--- config.mk ---
export PLATFORM = sky130hd
export DESIGN_NAME = game_sprite_bounce_ctrl
export DESIGN_NICKNAME = d
export VERILOG_FILES = /design/src/rtl/game_sprite_bounce_ctrl_pkg.sv /design/src/rtl/game_speed_reflect.sv /design/src/rtl/game_sprite_bounce_ctrl.sv
export SDC_FILE = /design/constraint.sdc
export NUM_CORES = 1
export LEC_CHECK = 0
export CAP_MARGIN = 10
export CORE_MARGIN = 1.5
export CORE_UTILIZATION = 40
export DETAILED_ROUTE_END_ITERATION = 16
export PLACE_DENSITY_LB_ADDON = 0.08
export SETUP_SLACK_MARGIN = 0.3
export SYNTH_ARGS = -nofsm -noshare
export SYNTH_HDL_FRONTEND = slang
export SYNTH_SLANG_ARGS = --single-unit
--- constraint.sdc ---
create_clock -name clk -period 2.05 [get_ports clk]
set_clock_uncertainty 0.15 [all_clocks]
set_input_delay 0.3075 -clock clk [delete_from_list [all_inputs] [get_ports clk]]
set_output_delay 0.3075 -clock clk [all_outputs]
set_load 0.02 [all_outputs]
--- src/rtl/game_sprite_bounce_ctrl_pkg.sv ---
// Shared types and boundary defaults for the sprite bounce controller.
//   state_e      : controller state encoding
//   *_DEF        : default coordinate widths and screen boundaries
package game_sprite_bounce_ctrl_pkg;

  localparam int unsigned X_WIDTH_DEF  = 10;
  localparam int unsigned Y_WIDTH_DEF  = 10;
  localparam int unsigned DX_WIDTH_DEF = 2;
  localparam int unsigned DY_WIDTH_DEF = 2;
  localparam int unsigned X_MIN_DEF    = 0;
  localparam int unsigned X_MAX_DEF    = 639;
  localparam int unsigned Y_MIN_DEF    = 0;
  localparam int unsigned Y_MAX_DEF    = 479;

  typedef enum logic [2:0] {
    ST_IDLE   = 3'd0,
    ST_LAUNCH = 3'd1,
    ST_FLY    = 3'd2,
    ST_BOUNCE = 3'd3,
    ST_HALT   = 3'd4
  } state_e;

endpackage

--- src/rtl/game_speed_reflect.sv ---
// Saturating two's-complement negate used to reflect a sprite speed.
//   spd_i  : speed in (two's complement)
//   refl_c : -spd_i, with the most negative value mapped to the most positive
module game_speed_reflect #(
  parameter int unsigned WIDTH = 2
) (
  input  logic [WIDTH-1:0] spd_i,
  output logic [WIDTH-1:0] refl_c
);

  localparam logic [WIDTH-1:0] MOST_NEG = {1'b1, {(WIDTH-1){1'b0}}};
  localparam logic [WIDTH-1:0] MOST_POS = {1'b0, {(WIDTH-1){1'b1}}};
  localparam logic [WIDTH-1:0] ONE      = {{(WIDTH-1){1'b0}}, 1'b1};

  // Plain negate of MOST_NEG overflows back to itself, so saturate it.
  always_comb begin
    refl_c = (~spd_i) + ONE;
    if (spd_i == MOST_NEG) begin
      refl_c = MOST_POS;
    end
  end

endmodule

--- src/rtl/game_sprite_bounce_ctrl.sv ---
// Sprite bounce controller: launches a sprite, watches its position feedback,
// issues clamp/reflect writes at screen edges and freezes it after
// MAX_BOUNCES bounces or on stop.
//   clk, reset                  : clock, asynchronous active-high reset
//   start, stop                 : launch/relaunch and freeze pulses
//   start_x/y/dx/dy             : launch position and speed
//   sprite_x/y                  : current position from sprite control
//   sprite_write, sprite_write_*: one-cycle write strobe and its payload
//   active                      : high in LAUNCH/FLY/BOUNCE
//   done                        : one-cycle pulse on entry to HALT
//   bounce_count                : bounces since last launch
module game_sprite_bounce_ctrl
  import game_sprite_bounce_ctrl_pkg::*;
#(
  parameter int unsigned X_WIDTH     = X_WIDTH_DEF,
  parameter int unsigned Y_WIDTH     = Y_WIDTH_DEF,
  parameter int unsigned DX_WIDTH    = DX_WIDTH_DEF,
  parameter int unsigned DY_WIDTH    = DY_WIDTH_DEF,
  parameter int unsigned X_MIN       = X_MIN_DEF,
  parameter int unsigned X_MAX       = X_MAX_DEF,
  parameter int unsigned Y_MIN       = Y_MIN_DEF,
  parameter int unsigned Y_MAX       = Y_MAX_DEF,
  parameter int unsigned MAX_BOUNCES = 8,
  parameter int unsigned CNT_WIDTH   = 4
) (
  input  logic                clk,
  input  logic                reset,
  input  logic                start,
  input  logic                stop,
  input  logic [X_WIDTH-1:0]  start_x,
  input  logic [Y_WIDTH-1:0]  start_y,
  input  logic [DX_WIDTH-1:0] start_dx,
  input  logic [DY_WIDTH-1:0] start_dy,
  input  logic [X_WIDTH-1:0]  sprite_x,
  input  logic [Y_WIDTH-1:0]  sprite_y,
  output logic                sprite_write,
  output logic [X_WIDTH-1:0]  sprite_write_x,
  output logic [Y_WIDTH-1:0]  sprite_write_y,
  output logic [DX_WIDTH-1:0] sprite_write_dx,
  output logic [DY_WIDTH-1:0] sprite_write_dy,
  output logic                active,
  output logic                done,
  output logic [CNT_WIDTH-1:0] bounce_count
);

  localparam logic [X_WIDTH-1:0]   XMIN = X_WIDTH'(X_MIN);
  localparam logic [X_WIDTH-1:0]   XMAX = X_WIDTH'(X_MAX);
  localparam logic [Y_WIDTH-1:0]   YMIN = Y_WIDTH'(Y_MIN);
  localparam logic [Y_WIDTH-1:0]   YMAX = Y_WIDTH'(Y_MAX);
  localparam logic [CNT_WIDTH-1:0] CMAX = CNT_WIDTH'(MAX_BOUNCES);

  state_e              state_q, state_d;
  logic                write_q, write_d;
  logic [X_WIDTH-1:0]  wr_x_q, wr_x_d;
  logic [Y_WIDTH-1:0]  wr_y_q, wr_y_d;
  logic [DX_WIDTH-1:0] wr_dx_q, wr_dx_d;
  logic [DY_WIDTH-1:0] wr_dy_q, wr_dy_d;
  logic [DX_WIDTH-1:0] dx_q, dx_d;
  logic [DY_WIDTH-1:0] dy_q, dy_d;
  logic                active_q, active_d;
  logic                done_q, done_d;
  logic [CNT_WIDTH-1:0] cnt_q, cnt_d;

  logic [DX_WIDTH-1:0] dx_refl;
  logic [DY_WIDTH-1:0] dy_refl;
  logic dx_neg, dx_pos, dy_neg, dy_pos;
  logic hit_l, hit_r, hit_t, hit_b, hit_x, hit_y;
  logic go_halt;

  game_speed_reflect #(.WIDTH(DX_WIDTH)) u_refl_dx (
    .spd_i  (dx_q),
    .refl_c (dx_refl)
  );

  game_speed_reflect #(.WIDTH(DY_WIDTH)) u_refl_dy (
    .spd_i  (dy_q),
    .refl_c (dy_refl)
  );

  // Edge detection; a coordinate above MAX while moving negative has wrapped below zero.
  always_comb begin
    dx_neg = dx_q[DX_WIDTH-1];
    dx_pos = !dx_q[DX_WIDTH-1] && (dx_q != '0);
    dy_neg = dy_q[DY_WIDTH-1];
    dy_pos = !dy_q[DY_WIDTH-1] && (dy_q != '0);
    hit_l  = dx_neg && ((sprite_x <= XMIN) || (sprite_x > XMAX));
    hit_r  = dx_pos && (sprite_x >= XMAX);
    hit_t  = dy_neg && ((sprite_y <= YMIN) || (sprite_y > YMAX));
    hit_b  = dy_pos && (sprite_y >= YMAX);
    hit_x  = hit_l || hit_r;
    hit_y  = hit_t || hit_b;
  end

  // State register and registered outputs.
  always_ff @(posedge clk or posedge reset) begin
    if (reset) begin
      state_q  <= ST_IDLE;
      write_q  <= 1'b0;
      wr_x_q   <= '0;
      wr_y_q   <= '0;
      wr_dx_q  <= '0;
      wr_dy_q  <= '0;
      dx_q     <= '0;
      dy_q     <= '0;
      active_q <= 1'b0;
      done_q   <= 1'b0;
      cnt_q    <= '0;
    end else begin
      state_q  <= state_d;
      write_q  <= write_d;
      wr_x_q   <= wr_x_d;
      wr_y_q   <= wr_y_d;
      wr_dx_q  <= wr_dx_d;
      wr_dy_q  <= wr_dy_d;
      dx_q     <= dx_d;
      dy_q     <= dy_d;
      active_q <= active_d;
      done_q   <= done_d;
      cnt_q    <= cnt_d;
    end
  end

  // Next state and next outputs; the write payload is computed on the transition
  // into the writing state so it appears together with the strobe.
  always_comb begin
    state_d  = state_q;
    write_d  = 1'b0;
    wr_x_d   = wr_x_q;
    wr_y_d   = wr_y_q;
    wr_dx_d  = wr_dx_q;
    wr_dy_d  = wr_dy_q;
    dx_d     = dx_q;
    dy_d     = dy_q;
    done_d   = 1'b0;
    cnt_d    = cnt_q;
    go_halt  = 1'b0;

    if (start) begin
      state_d = ST_LAUNCH;
      write_d = 1'b1;
      wr_x_d  = start_x;
      wr_y_d  = start_y;
      wr_dx_d = start_dx;
      wr_dy_d = start_dy;
      dx_d    = start_dx;
      dy_d    = start_dy;
      cnt_d   = '0;
    end else if (stop && (state_q == ST_LAUNCH || state_q == ST_FLY ||
                          state_q == ST_BOUNCE)) begin
      go_halt = 1'b1;
    end else begin
      unique case (state_q)
        ST_LAUNCH: state_d = ST_FLY;
        ST_FLY: begin
          if (hit_x || hit_y) begin
            state_d = ST_BOUNCE;
            write_d = 1'b1;
            wr_x_d  = hit_l ? XMIN : (hit_r ? XMAX : sprite_x);
            wr_y_d  = hit_t ? YMIN : (hit_b ? YMAX : sprite_y);
            wr_dx_d = hit_x ? dx_refl : dx_q;
            wr_dy_d = hit_y ? dy_refl : dy_q;
            dx_d    = wr_dx_d;
            dy_d    = wr_dy_d;
            if (cnt_q < CMAX) begin
              cnt_d = CNT_WIDTH'(cnt_q + 1'b1);
            end
          end
        end
        ST_BOUNCE: begin
          if (cnt_q == CMAX) begin
            go_halt = 1'b1;
          end else begin
            state_d = ST_FLY;
          end
        end
        ST_IDLE, ST_HALT: state_d = state_q;
        default: state_d = ST_IDLE;
      endcase
    end

    // Freeze: write the live position with zero speed.
    if (go_halt) begin
      state_d = ST_HALT;
      write_d = 1'b1;
      wr_x_d  = sprite_x;
      wr_y_d  = sprite_y;
      wr_dx_d = '0;
      wr_dy_d = '0;
      dx_d    = '0;
      dy_d    = '0;
      done_d  = 1'b1;
    end

    active_d = (state_d == ST_LAUNCH) || (state_d == ST_FLY) ||
               (state_d == ST_BOUNCE);
  end

  assign sprite_write    = write_q;
  assign sprite_write_x  = wr_x_q;
  assign sprite_write_y  = wr_y_q;
  assign sprite_write_dx = wr_dx_q;
  assign sprite_write_dy = wr_dy_q;
  assign active          = active_q;
  assign done            = done_q;
  assign bounce_count    = cnt_q;

endmodule

**Word level (Yosys, flattened, before mapping)**

Cells that the tools add are included.

- Flip-flop bits (word level): 34
- Input port bits: 48
- Output and inout bits: 31
- Logic and storage cells: 115

- Add/subtract/negate cells: 3
- Order comparisons: 7
- Equality and inequality tests: 14
- Mux-type cells: 49
- Bitwise operators: 2
- Reduce and logical (&&, ||, !) cells: 31

Operator list:

| kind | count |
|---|---|
| $mux W10 | 14 |
| $mux W2 | 14 |
| $le A10 B1 Y1 const B | 2 |
| $mux W4 | 5 |
| $mux W3 | 5 |
| $eq A3 B2 Y1 const B | 4 |
| $ne A6 B6 Y1 const B | 2 |
| $pmux W3 S4 | 1 |
| $reduce_and A4 Y1 | 3 |
| $ge A10 B10 Y1 const B | 1 |
| $ge A10 B9 Y1 const B | 1 |
| $gt A10 B10 Y1 const B | 1 |
| $gt A10 B9 Y1 const B | 1 |
| $mux W1 | 10 |
| $reduce_bool A2 Y1 | 5 |
| $logic_or A1 B1 Y1 | 9 |
| $logic_and A1 B1 Y1 | 7 |
| $eq A3 B1 Y1 const B | 2 |
| $reduce_bool A3 Y1 | 2 |
| $add A2 B1 Y2 const B | 2 |
| $add A4 B1 Y4 const B | 1 |
| $eq A2 B2 Y1 const B | 2 |
| $eq A4 B4 Y1 const B | 1 |
| $lt A4 B4 Y1 const B | 1 |
| other kinds (8) | 10 |

**Longest topological paths before layout**

Gate-level depths: netlist of the first run.

- Depth after elaboration: 13
- Mapped depth: 8

**Modules after synthesis**

Synthesis of the first run repeated with hierarchy kept, for this count alone.

- Cell total of the unflattened synthesis: 206
- Area, all modules: 1,864.3 sq um

By module, submodules not included:

| module | instances | cells each | area an instance (sq um) |
|---|---|---|---|
| game_sprite_bounce_ctrl | 1 | 202 | 1,839.3 |
| game_speed_reflect | 2 | 2 | 12.5 |

**Least setup slack after synthesis of the first run**

OpenSTA, ideal clock, no wires.

- Kind: register to register
- From: register dx_q[1]
- To: register wr_x_q[0] (netlist: sprite_write_x[0])
- Setup time: 0.125 ns
- Arrival time: 1.962 ns
- Path slack: -0.187 ns
- Cell stages (with the launch flop): 8
- Path buffers: 1
- Period minus slack after synthesis: 2.237 ns
- Cells stage by stage: dfrtp_1 o211a_1 a41o_1 o21bai_4 o31a_4 nor2_8 buf_12 mux2_4

- Longest elaborated chain between the ends: 10
- Elaborated cells between the ends (all ways): 16
- Classes of those cells: mux: 7; reduce/logical: 9

RTL lines:

| what | RTL line | source |
|---|---|---|
| from (decl) | game_sprite_bounce_ctrl.sv:58 | `logic [DX_WIDTH-1:0] dx_q, dx_d;` |
| from (signal assigned) | game_sprite_bounce_ctrl.sv:103 | `dx_q <= '0;` |
| from (signal assigned) | game_sprite_bounce_ctrl.sv:115 | `dx_q <= dx_d;` |
| $reduce_bool A2 Y1 / $logic_not A1 Y1 (equally long branches) | game_sprite_bounce_ctrl.sv:83 | `dx_pos = !dx_q[DX_WIDTH-1] && (dx_q != '0);` |
| $logic_and A1 B1 Y1 | game_sprite_bounce_ctrl.sv:83 |  |
| $logic_and A1 B1 Y1 | game_sprite_bounce_ctrl.sv:87 | `hit_r = dx_pos && (sprite_x >= XMAX);` |
| $mux W10 (2 in series) | game_sprite_bounce_ctrl.sv:158 | `wr_x_d = hit_l ? XMIN : (hit_r ? XMAX : sprite_x);` |
| $mux W10 | game_sprite_bounce_ctrl.sv:155 | `if (hit_x \|\| hit_y) begin` |
| $mux W10 | game_sprite_bounce_ctrl.sv:152 | `unique case (state_q)` |
| $mux W10 | game_sprite_bounce_ctrl.sv:148 | `end else if (stop && (state_q == ST_LAUNCH \|\| state_q == ST_FLY \|\|` |
| $mux W10 | game_sprite_bounce_ctrl.sv:138 | `if (start) begin` |
| $mux W10 | game_sprite_bounce_ctrl.sv:182 | `if (go_halt) begin` |
| to (signal assigned) | game_sprite_bounce_ctrl.sv:111 | `wr_x_q <= wr_x_d;` |
| to (decl) | game_sprite_bounce_ctrl.sv:54 | `logic [X_WIDTH-1:0] wr_x_q, wr_x_d;` |

Parallel ways exist; a longest one is shown, timed or not. The select of a mux whose other input is x is not followed.
A chain may end at the register's enable or synchronous reset.

**Worst setup path after layout of the first run**

- From: input sprite_y[7]
- To: register wr_y_q[5] (netlist: sprite_write_y[5])

- Longest elaborated chain between the ends: 9
- Elaborated cells between the ends (all ways): 17
- Classes of those cells: order compare: 3; mux: 7; reduce/logical: 7

RTL lines:

| what | RTL line | source |
|---|---|---|
| from (decl) | game_sprite_bounce_ctrl.sv:35 | `input logic [Y_WIDTH-1:0] sprite_y,` |
| $ge A10 B9 Y1, or another cell as far along | game_sprite_bounce_ctrl.sv:89 | `hit_b = dy_pos && (sprite_y >= YMAX);` |
| $logic_and A1 B1 Y1 / $logic_or A1 B1 Y1 (equally long branches) | game_sprite_bounce_ctrl.sv:89, game_sprite_bounce_ctrl.sv:88 |  |
| $mux W10 / $logic_and A1 B1 Y1 (equally long branches) | game_sprite_bounce_ctrl.sv:159, game_sprite_bounce_ctrl.sv:88 |  |
| $mux W10 | game_sprite_bounce_ctrl.sv:159 | `wr_y_d = hit_t ? YMIN : (hit_b ? YMAX : sprite_y);` |
| $mux W10 | game_sprite_bounce_ctrl.sv:155 |  |
| $mux W10 | game_sprite_bounce_ctrl.sv:152 |  |
| $mux W10 | game_sprite_bounce_ctrl.sv:148 |  |
| $mux W10 | game_sprite_bounce_ctrl.sv:138 |  |
| $mux W10 | game_sprite_bounce_ctrl.sv:182 |  |
| to (signal assigned) | game_sprite_bounce_ctrl.sv:112 | `wr_y_q <= wr_y_d;` |
| to (decl) | game_sprite_bounce_ctrl.sv:55 | `logic [Y_WIDTH-1:0] wr_y_q, wr_y_d;` |

Parallel ways exist; a longest one is shown, timed or not. The select of a mux whose other input is x is not followed.

==> impl_metrics.env, run 1 <==
export IMPL_drv_max_cap_violation_count=0
export IMPL_vias_per_cell=5.134
export IMPL_final_count_of_hold_timing_violations=0
export IMPL_async_flop_share_pct=100.0
export IMPL_placement_rows=26
export IMPL_number_of_standard_cells_after_synthesis=204
export IMPL_multiInputGateArea_mm2=0.001383
export IMPL_ys_seq_area_share_pct=39.56
export IMPL_p_comb_share_pct=40.0
export IMPL_synth_seq_cells=34
export IMPL_power_switching_share_pct=30.84
export IMPL_fp_dieW_um=76.33
export IMPL_worst_slew_pin_slew_ns=0.4520
export IMPL_floorplan_die_area_mm2=0.005826
export IMPL_grt_setup_unrepaired="yes"
export IMPL_grt_overflow=0
export IMPL_design_final_nets=396
export IMPL_ys_flop_type="dfrtp_1"
export IMPL_route_detailed_drc=0
export IMPL_layoutNonFillerInstCount=417
export IMPL_area_growth_synth_to_final_pct=76.38
export IMPL_finish_utilization_pct=73.81
export IMPL_synthesis_yosys_warnings=0
export IMPL_synth_nets=254
export IMPL_detailed_place_area_mm2=0.003358
export IMPL_timing_fmax_ghz=0.4452
export IMPL_syn_mean_instance_area_um2=10.54
export IMPL_half_perimeter_wire_length_after_placement_um=4610
export IMPL_initial_utilization_pct=41.85
export IMPL_worst_slack_ns=-0.1964
export IMPL_clk_latency_ns=0.28
export IMPL_antenna_cells=0
export IMPL_crit_path_end_kind="register"
export IMPL_port_buffers=78
export IMPL_leakage_nw=1.811
export IMPL_pwr_share_clk_pct=23.6
export IMPL_final_layout_size_suffix_gt1_share_pct=40.63
export IMPL_pd_cells_mw_per_mm2=580.2
export IMPL_failed_checks="negative setup slack"
export IMPL_period_needed_ns=2.246
export IMPL_htree_num_levels=2
export IMPL_outcome="finished, violations left"
export IMPL_synth_top_cell_area_share_pct=39.56
export IMPL_cts_inserted_buffers=5
export IMPL_startpoint_type="input port"
export IMPL_fp_dieH_um=76.33
export IMPL_grt_first_pass_wirelength_um=10740
export IMPL_timing_worst_setup_path_type="input port to register"
export IMPL_via_count_of_the_first_global_routing_pass=2126
export IMPL_post_synth_main_area_contributors="dfrtp_1 (40%), mux2_4 (13%), nand2_1 (5.1%)"
export IMPL_detail_route_antenna_nets=0
export IMPL_cell_internal_pwr_w=0.001522
export IMPL_cts_root_buffer="clkbuf_8"
export IMPL_detail_route_first_pass_iterations=4
export IMPL_pre_cts_slack_ns=-0.5702
export IMPL_detail_route_iter0_violations=49
export IMPL_detail_route_wirelength_um=6548
export IMPL_timing_final_setup_violations=26
export IMPL_timing_max_slew_rel_slack_pct=69.87
export IMPL_via_count=2141
export IMPL_core_area_mm2=0.005140
export IMPL_critical_path_max_fanout=5
export IMPL_number_of_antenna_violations_at_the_first_check_in_global_routing=0
export IMPL_yosys_area_top_type="dfrtp_1"
export IMPL_non_filler_cell_area_final_mm2=0.003794
export IMPL_track_usage_pct=23.13
export IMPL_total_switching_power_w=0.0006787
export IMPL_seqPwrFrac_pct=36.4
export IMPL_netlist_area_before_placement_mm2=0.002151
export IMPL_cts_reportedPaths_clkPinSlew_ns=0.07
export IMPL_routed_wire_length_per_instance_um=15.70
export IMPL_synthDistinctLibCells=53
export IMPL_critPathRequiredTime_ns=2.07
export IMPL_clkSinkCount=34
export IMPL_number_of_buffers_on_the_longest_clock_path=2
export IMPL_register_area_um2=857.1
export IMPL_cts_tree="built"
export IMPL_number_of_synthesized_flops_with_an_enable_pin=0
export IMPL_gp_routability_congestion=0.8153
export IMPL_grt_start_max_net_pins=35
export IMPL_ir_worst_vdd_mv=0.3944
export IMPL_io_pins=79
export IMPL_layout_filler_cells=393
export IMPL_placed_cells=394
export IMPL_drv_slew=0
export IMPL_hold_path_class="input port to asynchronous set/reset pin"
export IMPL_post_route_period_util_pct=109.6
export IMPL_cp_arrival_ns=2.27
-- cell usage after synthesis, drive strengths merged, types with 3 or more instances --
master	count
dfrtp	34
nand2	29
mux2	22
o21ai	18
nor2	15
a21oi	8
inv	7
buf	5
nand3	5
a221o	4
nor3	4
a22o	3
a31o	3
and3	3
clkbuf	3
nor2b	3
nor4	3
-- power groups by stage --
| stage | Sequential (W) | Combinational, W | Clock [W] |
|---|---|---|---|
| floorplan | 0.000905 | 0.000307 | 0 |
| global placement | 0.000814 | 0.000788 | 0 |
| detailed placement | 0.000813 | 0.000800 | 0 |
| CTS | 0.000802 | 0.000862 | 0.000528 |
| global route | 0.000813 | 0.000935 | 0.000560 |
| finish | 0.000802 | 0.000879 | 0.000520 |
-- metrics by stage --
step	setup TNS (ns)	total power (W)	hold slack, ns
floorplan	-1.759	0.001212	0.2768
global placement	-13.67	0.001602	0.3415
finish	-3.810	0.002201	0.2776
CTS	-3.423	0.002191	0.2919
global route	-5.485	0.002308	0.3457
detailed placement	-14.52	0.001613	0.3441
-- cell families after synthesis --
group	synth area share, %
muxes	15.76
DFF	39.56
buffers and inverters	5.352
and+or+nand+nor	18.15
adders and majority gates	1.163
AOI/OAI and AO/OA	20.01
-- state kept, by name (all words and copies together), names as in the netlist --
register	flops
done	1
dx_q	2
dy_q	2
state_q	3
sprite_write_y	10
bounce_count	4
active	1
sprite_write_x	10
sprite_write	1
-- critical path, stage by stage --
cell and delay (ns):
clkdlybuf4s50_1 0.45, and3_4 0.20, o21ai_2 0.15, nor2_2 0.07, o31a_4 0.38, nor2_8 0.14, buf_12 0.13, buf_8 0.12
mux2_4 0.29
-- cells in the final DEF (no fill, tap or decap), drive strengths merged, types with 5 or more instances in the layout --
| cell type | synthesis | final |
|---|---|---|
| buf | 5 | 65 |
| clkdlybuf4s50 | 0 | 47 |
| dfrtp | 34 | 34 |
| nand2 | 29 | 29 |
| dlygate4sd2 | 0 | 23 |
| mux2 | 22 | 22 |
| o21ai | 18 | 18 |
| nor2 | 15 | 15 |
| dlymetal6s2s | 0 | 8 |
| a21oi | 8 | 8 |
| clkbuf | 3 | 7 |
| inv | 7 | 7 |
| nand3 | 5 | 5 |
-- metal layers --
metal,vias up,part of all wire (%),global-route usage (%)
met3,6,5.8,5.269
met1,1027,45,31.49
met4,0,0.78,4.259
li1,1042,-,-
met5,-,0,0
met2,66,49,37.95
-- path summary, 6_finish.rpt --
kind	cells after the start	to	slack, ns	startpoint
worst min register to register	1	sprite_write_x[1]	0.36	sprite_write_x[1]
worst max register to register	8	sprite_write_y[5]	-0.14	dx_q[1]
worst max-delay path	9	sprite_write_y[5]	-0.20	sprite_y[7]
min in group clk	1	sprite_write_x[1]	0.36	sprite_write_x[1]
worst min-delay path	3	sprite_write_y[8]	0.28	reset
max in group asynchronous	3	dx_q[1]	1.13	reset
-- layout make-up --
cell class / count / share of cell area (%)
multi-input combinational: 155 / 36.44
timing repair buffer: 143 / 35.55
sequential: 34 / 22.59
tap: 70 / 2.309
clock buffer: 7 / 2.276
inverter: 7 / 0.6926
clock inverter: 1 / 0.1319
-- repair_timing --
item	4_1_cts	5_1_grt
hold buffers	0	0
pin swaps	13	12
setup buffers	11	3
resized for setup	48	22
cloned	1	0
endpoints found under the setup margin	38	34
Power figures use the tool's default switching activity.
==> run 2, diff against run 1 <==
--- a/config.mk
+++ b/config.mk
@@ -7,7 +7,8 @@
 export LEC_CHECK = 0
 export CAP_MARGIN = 10
 export CORE_MARGIN = 1.5
-export CORE_UTILIZATION = 40
+export CORE_UTILIZATION = 46
+export CTS_BUF_LIST = sky130_fd_sc_hd__clkbuf_8
 export DETAILED_ROUTE_END_ITERATION = 16
 export PLACE_DENSITY_LB_ADDON = 0.08
 export SETUP_SLACK_MARGIN = 0.3
==> constraint.sdc (replaced) <==
create_clock -name clk -period 2.5 [get_ports clk]
set_clock_uncertainty 0.15 [all_clocks]
set_input_delay 0.375 -clock clk [delete_from_list [all_inputs] [get_ports clk]]
set_output_delay 0.375 -clock clk [all_outputs]
set_load 0.02 [all_outputs]
==> run 2 against run 1 <==
Against the previous run: the flow now finishes without violations; final cell count down 11%; cell area decreased by 8.7%; combinational power shrank 25%; clock power is 3% lower; global-route usage is 1.0 points higher; sequential share of layout area is 2.0 points higher; critical path depth shrank 1; via count decreased by 6.0%; first-iteration DRC count is 98% higher; critical endpoint is now sprite_write_x[9]; largest power group is now sequential cells.
==> impl_metrics.env, run 2 (synthesized netlist as in run 1, its figures left out) <==
export IMPL_outcome="completed"
export IMPL_hold_path_class="input port to asynchronous set/reset pin"
export IMPL_drv_slew=0
export IMPL_timing_final_setup_violations=0
export IMPL_critical_path_max_fanout=6
export IMPL_path_cells="o211a_1, a41o_1, o21bai_4, o31a_4, nor2_8, buf_12, buf_8, mux2_4"
export IMPL_drv_max_cap_violation_count=0
export IMPL_fp_dieW_um=71.38
export IMPL_port_buffers=78
export IMPL_cts_tree="built"
export IMPL_initial_utilization_pct=48.72
export IMPL_floorplan_die_area_mm2=0.005095
export IMPL_grt_start_max_net_pins=40
export IMPL_grt_setup_unrepaired="yes"
export IMPL_seqPwrFrac_pct=36.5
export IMPL_r2r_start="dx_q[1]"
export IMPL_fp_dieH_um=71.38
export IMPL_gate_family_responsible_for_the_most_delay_along_the_worst_path="compound AO/OA/AOI/OAI gates"
export IMPL_timing_worst_setup_path_type="register to register"
export IMPL_area_growth_synth_to_final_pct=61.08
export IMPL_via_count=2013
export IMPL_half_perimeter_wire_length_after_placement_um=4162
export IMPL_startpoint_type="register"
export IMPL_total_switching_power_w=0.0005416
export IMPL_core_area_mm2=0.004414
export IMPL_cp_arrival_ns=2.28
export IMPL_mostFrequentLayoutCells="clkdlybuf4s50_1 (60), dfrtp_1 (32), buf_4 (29), nand2_1 (28), mux2_4 (19)"
export IMPL_worst_hold_slack_ns=0.3220
export IMPL_design_final_nets=368
export IMPL_antenna_cells=0
export IMPL_ir_worst_vdd_mv=0.3449
export IMPL_pre_cts_slack_ns=-0.2002
export IMPL_worst_slew_pin_slew_ns=0.4436
export IMPL_final_layout_size_suffix_gt1_share_pct=30.72
export IMPL_track_usage_pct=24.12
export IMPL_power_switching_share_pct=29.72
export IMPL_detail_route_iter0_violations=97
export IMPL_grt_overflow=0
export IMPL_leakage_nw=1.571
export IMPL_placement_rows=24
export IMPL_pd_cells_mw_per_mm2=526.0
export IMPL_layout_commonest_cell="clkdlybuf4s50_1"
export IMPL_route_detailed_drc=0
export IMPL_p_comb_share_pct=35.9
export IMPL_grt_first_pass_wirelength_um=9632
export IMPL_critPathRequiredTime_ns=2.53
export IMPL_timing_critical_path_from="dx_q[1]"
export IMPL_routed_wire_length_per_instance_um=16.60
export IMPL_via_count_of_the_first_global_routing_pass=1951
export IMPL_cpMaxStageDelayCell="dfrtp_2"
export IMPL_highest_cell_delay_on_the_worst_timing_path_ns=0.42
export IMPL_detail_route_first_pass_iterations=4
export IMPL_layoutNonFillerInstCount=371
export IMPL_post_route_period_util_pct=89.90
export IMPL_detail_route_antenna_nets=0
export IMPL_timing_max_slew_rel_slack_pct=70.43
export IMPL_htree_num_levels=2
export IMPL_timing_fmax_ghz=0.4450
export IMPL_clk_latency_ns=0.29
export IMPL_clkSinkCount=34
export IMPL_ctsHoldBuffers=0
export IMPL_number_of_antenna_violations_at_the_first_check_in_global_routing=0
export IMPL_number_of_buffers_on_the_longest_clock_path=2
export IMPL_period_needed_ns=2.247
export IMPL_pwr_share_clk_pct=27.6
export IMPL_cts_inserted_buffers=5
export IMPL_crit_path_end_kind="register"
export IMPL_placed_cells=353
export IMPL_timing_critical_path_buf_inv=2
export IMPL_cts_root_buffer="clkbuf_8"
export IMPL_io_pins=79
export IMPL_cts_reportedPaths_clkPinSlew_ns=0.07
export IMPL_detail_route_wirelength_um=6158
export IMPL_gp_routability_congestion=0.8857
export IMPL_worst_slack_ns=0.2526
export IMPL_final_count_of_hold_timing_violations=0
export IMPL_finish_utilization_pct=78.49
export IMPL_vias_per_cell=5.426
export IMPL_cell_internal_pwr_w=0.001281
## run 2: cell types whose count changed in the layout (fill, tap and decap cells not counted), moves of 2 or more
cell	previous run	this run
buf_6	3	1
nand3_2	3	1
dfrtp_2	5	2
mux2_4	21	19
inv_2	2	0
nand3_1	1	4
clkdlybuf4s50_1	47	60
dfrtp_1	29	32
dlymetal6s2s_1	8	1
inv_1	5	7
buf_4	56	29
dlygate4sd2_1	23	16
## run 2: power by group through the flow
stage	registers (W)	logic [W]	clock network (W)
final	0.000664	0.000655	0.000503
after global routing	0.000671	0.000697	0.000532
after CTS	0.000662	0.000635	0.000511
after detailed placement	0.000672	0.000601	0
after global placement	0.000671	0.000596	0
after floorplan	0.000741	0.000247	0
## run 2: path summary, 6_finish.rpt
check                                         end  slack, ns  cells past startpoint
worst min-delay path            sprite_write_x[9]       0.32                      3
max in group asynchronous         bounce_count[0]       1.53                      3
worst max-delay path            sprite_write_x[9]       0.25                      8
worst min register to register  sprite_write_y[1]       0.36                      1
worst max register to register  sprite_write_x[9]       0.25                      8
min in group clk                sprite_write_y[1]       0.36                      1
## run 2: metrics by stage
stage               setup TNS, ns  area (um^2)  power [W]
floorplan                       0         2156  0.0009877
global placement           -3.304         3141   0.001267
detailed placement         -3.652         3141   0.001273
CTS                             0         3373   0.001809
global route                    0         3465   0.001901
finish                          0         3465   0.001822
## run 2: worst reg2reg max path: stages, from the launching register on
cell      delay (ns)
dfrtp_2         0.42
o211a_1         0.13
a41o_1          0.21
o21bai_4        0.18
o31a_4          0.39
nor2_8          0.12
buf_12          0.13
buf_8           0.12
mux2_4          0.30
## run 2: layout make-up
type,count,area (um^2)
sequential,34,853.3
fill,309,949.7
clock buffer,5,68.82
tap,52,65.06
clock inverter,3,40.04
inverter,7,26.28
timing repair buffer,115,1130
multi-input combinational,155,1281
## run 2: repair_timing
item,in CTS,in global routing
gates cloned,1,0
buffers inserted,6,3
resized for setup,29,14
pin swaps,5,6
setup endpoints to repair,24,25
## run 2: per-layer routing
layer	track usage (%)	wire length, um	vias up
met4	6.289	68	0
met2	38.68	3016	46
met1	32.79	2786	981
met3	6.048	287	7
met5	0	0	-
li1	-	-	979
